==> config.mk <==
export PLATFORM = sky130hd
export DESIGN_NAME = fft_bfly_pipe
export DESIGN_NICKNAME = d
export VERILOG_FILES = /design/src/rtl/fft_bfly_pipe.sv
export SDC_FILE = /design/constraint.sdc
export NUM_CORES = 2
export LEC_CHECK = 0
export ABC_AREA = 1
export BUFFER_PORTS_ARGS = -buffer_cell sky130_fd_sc_hd__buf_4
export CAP_MARGIN = 20
export CORE_AREA = 2 2 412 414
export DETAILED_ROUTE_END_ITERATION = 8
export DIE_AREA = 0 0 414 416
export HOLD_SLACK_MARGIN = 0.08
export PLACE_DENSITY_LB_ADDON = 0.05
export SYNTH_ARGS = -nofsm -noshare
export SYNTH_HDL_FRONTEND = slang
export SYNTH_SLANG_ARGS = --single-unit
==> constraint.sdc <==
create_clock -name clk -period 35.5 [get_ports clk]
set_clock_uncertainty 0.1 [all_clocks]
set_input_delay 3.55 -clock clk [delete_from_list [all_inputs] [get_ports clk]]
set_output_delay 3.55 -clock clk [all_outputs]
set_load 0.01 [all_outputs]
==> src/rtl/fft_bfly_pipe.sv <==
// Two-stage pipelined radix-2 butterfly: full-precision add/sub, then round,
// arithmetic shift and saturate, with a global stall-based valid/ready handshake.
module fft_bfly_pipe #(
  parameter int unsigned DW    = 16,
  parameter int unsigned LANES = 8,
  parameter int unsigned SHIFT = 4,
  parameter int unsigned RND   = 0
) (
  input  logic                    clk,
  input  logic                    rst,
  input  logic                    in_valid,
  output logic                    in_ready,
  input  logic [4*LANES*DW-1:0]   in_data,
  output logic                    out_valid,
  input  logic                    out_ready,
  output logic [4*LANES*DW-1:0]   out_data,
  input  logic                    ovf_clr,
  output logic                    ovf_sticky,
  output logic [15:0]             beat_cnt
);

  localparam int unsigned PW     = 2 * DW;
  localparam int unsigned NPTS   = 2 * LANES;
  localparam int unsigned BUSW   = 4 * LANES * DW;
  localparam int unsigned SW     = DW + 1;
  localparam int unsigned XW     = DW + 2;
  localparam int unsigned RND_SH = (SHIFT > 0) ? SHIFT - 1 : 0;

  localparam logic signed [XW-1:0] RND_ADD =
    ((RND != 0) && (SHIFT > 0)) ? (XW'(1) << RND_SH) : '0;
  localparam logic signed [XW-1:0] SAT_MAX = {3'b000, {(DW-1){1'b1}}};
  localparam logic signed [XW-1:0] SAT_MIN = {3'b111, {(DW-1){1'b0}}};

  logic                 w_adv;
  logic signed [SW-1:0] w_s1_re [NPTS];
  logic signed [SW-1:0] w_s1_im [NPTS];
  logic signed [SW-1:0] r_s1_re [NPTS];
  logic signed [SW-1:0] r_s1_im [NPTS];
  logic                 r_s1_valid;
  logic [DW:0]          w_sat_re [NPTS];
  logic [DW:0]          w_sat_im [NPTS];
  logic [BUSW-1:0]      w_s2_data;
  logic                 w_clip;
  logic [BUSW-1:0]      r_s2_data;
  logic                 r_s2_valid;
  logic                 r_ovf;
  logic [15:0]          r_cnt;

  function automatic logic signed [SW-1:0] sext(input logic [DW-1:0] v);
    return {v[DW-1], v};
  endfunction

  // Returns {clipped, result}: optional rounding, arithmetic shift, saturation.
  function automatic logic [DW:0] scale_sat(input logic signed [SW-1:0] v);
    logic signed [XW-1:0] ext;
    logic signed [XW-1:0] sh;
    ext = {v[SW-1], v};
    ext = ext + RND_ADD;
    sh  = ext >>> SHIFT;
    if (sh > SAT_MAX)      return {1'b1, SAT_MAX[DW-1:0]};
    else if (sh < SAT_MIN) return {1'b1, SAT_MIN[DW-1:0]};
    else                   return {1'b0, sh[DW-1:0]};
  endfunction

  assign w_adv = !r_s2_valid || out_ready;

  // Stage 1 combinational: sum to even point, difference to odd point.
  always_comb begin
    for (int j = 0; j < NPTS; j++) begin
      w_s1_re[j] = '0;
      w_s1_im[j] = '0;
    end
    for (int j = 0; j < LANES; j++) begin
      w_s1_re[2*j]   = sext(in_data[(2*j)*PW+DW +: DW]) + sext(in_data[(2*j+1)*PW+DW +: DW]);
      w_s1_im[2*j]   = sext(in_data[(2*j)*PW +: DW])    + sext(in_data[(2*j+1)*PW +: DW]);
      w_s1_re[2*j+1] = sext(in_data[(2*j)*PW+DW +: DW]) - sext(in_data[(2*j+1)*PW+DW +: DW]);
      w_s1_im[2*j+1] = sext(in_data[(2*j)*PW +: DW])    - sext(in_data[(2*j+1)*PW +: DW]);
    end
  end

  // Stage 2 combinational: scale every component and flag any clipping.
  always_comb begin
    w_s2_data = '0;
    w_clip    = 1'b0;
    for (int j = 0; j < NPTS; j++) begin
      w_sat_re[j] = scale_sat(r_s1_re[j]);
      w_sat_im[j] = scale_sat(r_s1_im[j]);
      w_s2_data[j*PW+DW +: DW] = w_sat_re[j][DW-1:0];
      w_s2_data[j*PW +: DW]    = w_sat_im[j][DW-1:0];
      w_clip = w_clip | w_sat_re[j][DW] | w_sat_im[j][DW];
    end
  end

  always_ff @(posedge clk or posedge rst) begin
    if (rst) begin
      for (int j = 0; j < NPTS; j++) begin
        r_s1_re[j] <= '0;
        r_s1_im[j] <= '0;
      end
      r_s1_valid <= 1'b0;
      r_s2_data  <= '0;
      r_s2_valid <= 1'b0;
      r_ovf      <= 1'b0;
      r_cnt      <= '0;
    end else begin
      if (w_adv) begin
        for (int j = 0; j < NPTS; j++) begin
          r_s1_re[j] <= w_s1_re[j];
          r_s1_im[j] <= w_s1_im[j];
        end
        r_s1_valid <= in_valid;
        r_s2_data  <= w_s2_data;
        r_s2_valid <= r_s1_valid;
      end
      // A new clip on a valid beat beats a simultaneous clear.
      if (w_adv && r_s1_valid && w_clip) r_ovf <= 1'b1;
      else if (ovf_clr)                  r_ovf <= 1'b0;
      if (r_s2_valid && out_ready) r_cnt <= r_cnt + 16'd1;
    end
  end

  assign in_ready   = w_adv;
  assign out_valid  = r_s2_valid;
  assign out_data   = r_s2_data;
  assign ovf_sticky = r_ovf;
  assign beat_cnt   = r_cnt;

endmodule

==> reports/qor.txt <==
TritonCTS buffer count = 106
Max Fclk = 125 MHz
Commonest non-fill, non-tap cell in the layout = nand2_1
WL final = 230 mm
Internal = 2.42 mW
Max_cap viols = 0
TNS Setup = 0 ns
Number of flops mapped to enable cells by yosys = 0
GRT Overall Usage = 25.9%
Comb power frac = 32.5%
Core region area = 168000 um^2
Netlist cell types = 38
Fillers = 17894
Fin crit share = 22.6%
Endpoints failing setup = 0
Rel. slew slack = 26.5%
Rows = 151
Commonest cells after routing, fill and taps aside = 3394 x nand2_1, 1077 x buf_4, 991 x inv_1
LEAKAGE = 40.3 nW
Total I/O pin count = 1048
Die area = 172000 um^2
# H-tree levels = 3
Hold buffer count at cts = 0
Vias = 58558
Synthesized area per cell = 6.84 um^2
Worst-margin pin slew = 1.10 ns
CTS clock-pin slew for the worst setup and hold paths = 0.06 ns
CTS Sinks = 883
Placed cells = 11717
Final hold violation count = 0
Die Y = 416 um
Mapped Cells = 8820
Worst-path fanout max = 103
Sw Ratio = 37.2%
DRT Pass-1 Iters = 6
Sw Pwr = 1.43 mW
Flops & latches, synth = 883
Area grow syn2layout = 20.8%
Vias per cell = 4.90
Layout net count = 10605
GRT Residual Overflow = 0
Worst Path Arrival = 4.36 ns
PortBufs = 1047
Async set-reset flop share out of synthesis = 100%
Total Power = 3.85 mW
Main synth FF type = dfrtp_1
Flop pwr share = 37.2%
Post-CTS Setup Inserts = 0
Synth area leader = dfrtp_1
Post-CTS Resized = 0
Synthesized Nets = 9818
Share of layout cells above drive strength 1 = 13.2%
Pwr dens = 52.9 nW/um^2
Initial detailed-routing violation count = 3804
Remaining routing DRC violations = 0
Routability Congestion = 0.923
CP startpoint kind = primary input
CTS tree = yes
CP Class = primary input to primary output
Share of the synthesized area in the top cell type = 36.6%
Hpwl dp = 182 mm
Final antenna-violating net count = 0
Worst setup EP type = primary output
Synth warnings = 0
Ranking of synthesized cells by area = dfrtp_1 37%, nand2_1 21%, ha_1 10%
Post-Layout Cell Count = 11944
Worst skew pair latency = 0.73 ns
Largest net degree at the start of global routing = 161
Vias in the first global route = 56746
Post-Syn Area = 60300 um^2
Root Buffer = clkbuf_16
Slew Viols, Final = 0
Initial Util = 35.9%
Clock power share = 30.3%
Hold Crit Class = flop to flop
Routed wire per std cell = 19.2 um
Fin crit period = 8.01 ns
Initial antenna violation count = 67
CTS Buffer Depth = 3
Status = finished clean
DIE WIDTH = 414 um
Required time worst endpoint = 31.85 ns
Seq/Total Area, Yosys = 36.6%
Unrepaired setup endpoints after global routing = no
First-pass GRT wire length = 347 mm
Max VDD drop = 0.0000386 V
state kept, by name, summed over array words and instances (netlist names):
name,cells
beat_cnt,16
out_data,448
out_valid,1
ovf_sticky,1
r_s1_im,208
r_s1_re,208
r_s1_valid,1
power groups by stage:
stage	clock network [mW]	logic (mW)	registers [mW]
6_report	1.17	1.25	1.43
5_1_grt	1.24	1.39	1.46
4_1_cts	1.20	1.27	1.44
3_5_place_dp	0	1.26	1.45
3_3_place_gp	0	1.25	1.45
2_1_floorplan	0	0.654	1.45
worst paths after layout:
check                                  start            end  slack, ns  cells after the start
max in group asynchronous                rst   r_s1_re[186]      29.39                      5
worst min register to register  r_s1_re[219]  out_data[123]       0.36                      2
worst max register to register     out_valid   r_s1_re[125]      31.21                      7
min in group asynchronous                rst  out_data[432]       2.81                      2
worst max-delay path               out_ready       in_ready      27.49                      4
worst min-delay path            r_s1_re[219]  out_data[123]       0.36                      2
critical path: stages:
cell and delay (ns):
buf_4 0.11, nor2_4 0.06, inv_8 0.38, buf_4 0.24
through the flow:
stage	utilization [%]	hold slack, ns	setup WS [ns]	instance area (um^2)
after global routing	43.3	0.381	27.38	72900
after CTS	43.3	0.360	27.42	72800
after floorplan	-	0.320	7.03	60300
after detailed placement	41.1	0.351	27.42	69100
final	43.3	0.356	27.49	72900
after global placement	41.1	0.349	27.43	69100
final cells by class:
class	count	area [um^2]	area share, %
sequential	883	22100	30.3
multi-input combinational	6543	32300	44.4
antenna	33	82.6	0.113
inverter	994	3750	5.14
tap	2218	2780	3.81
clock buffer	148	3110	4.27
timing repair buffer	1079	8130	11.1
clock inverter	46	611	0.838
routing by layer:
metal / track usage [%] / wire length, um / up-vias
li1: - / - / 29458
met1: 32.3 / 97900 / 27316
met2: 43.3 / 109000 / 1394
met3: 4.99 / 12300 / 352
met4: 11.4 / 9880 / 38
met5: 0 / 255 / -
cells in the mapped netlist (all sizes together) (63+ instances only):
library cell     n
dfrtp          883
nor3            88
nand2         3396
o21bai         130
a21oi          504
nor2           612
xor2            63
inv            994
a31oi           78
o21ai          308
nand3          730
ha             481
buf            355
logic make-up after synthesis:
| logic type | synth area share (%) |
|---|---|
| mux | 0.0187 |
| flops | 36.6 |
| simple gates | 32.8 |
| fa+ha+maj | 9.97 |
| compound gates | 9.82 |
| buf+inv | 9.78 |
| xor+xnor | 1.00 |
No activity file was read; power rests on OpenSTA's default activity.
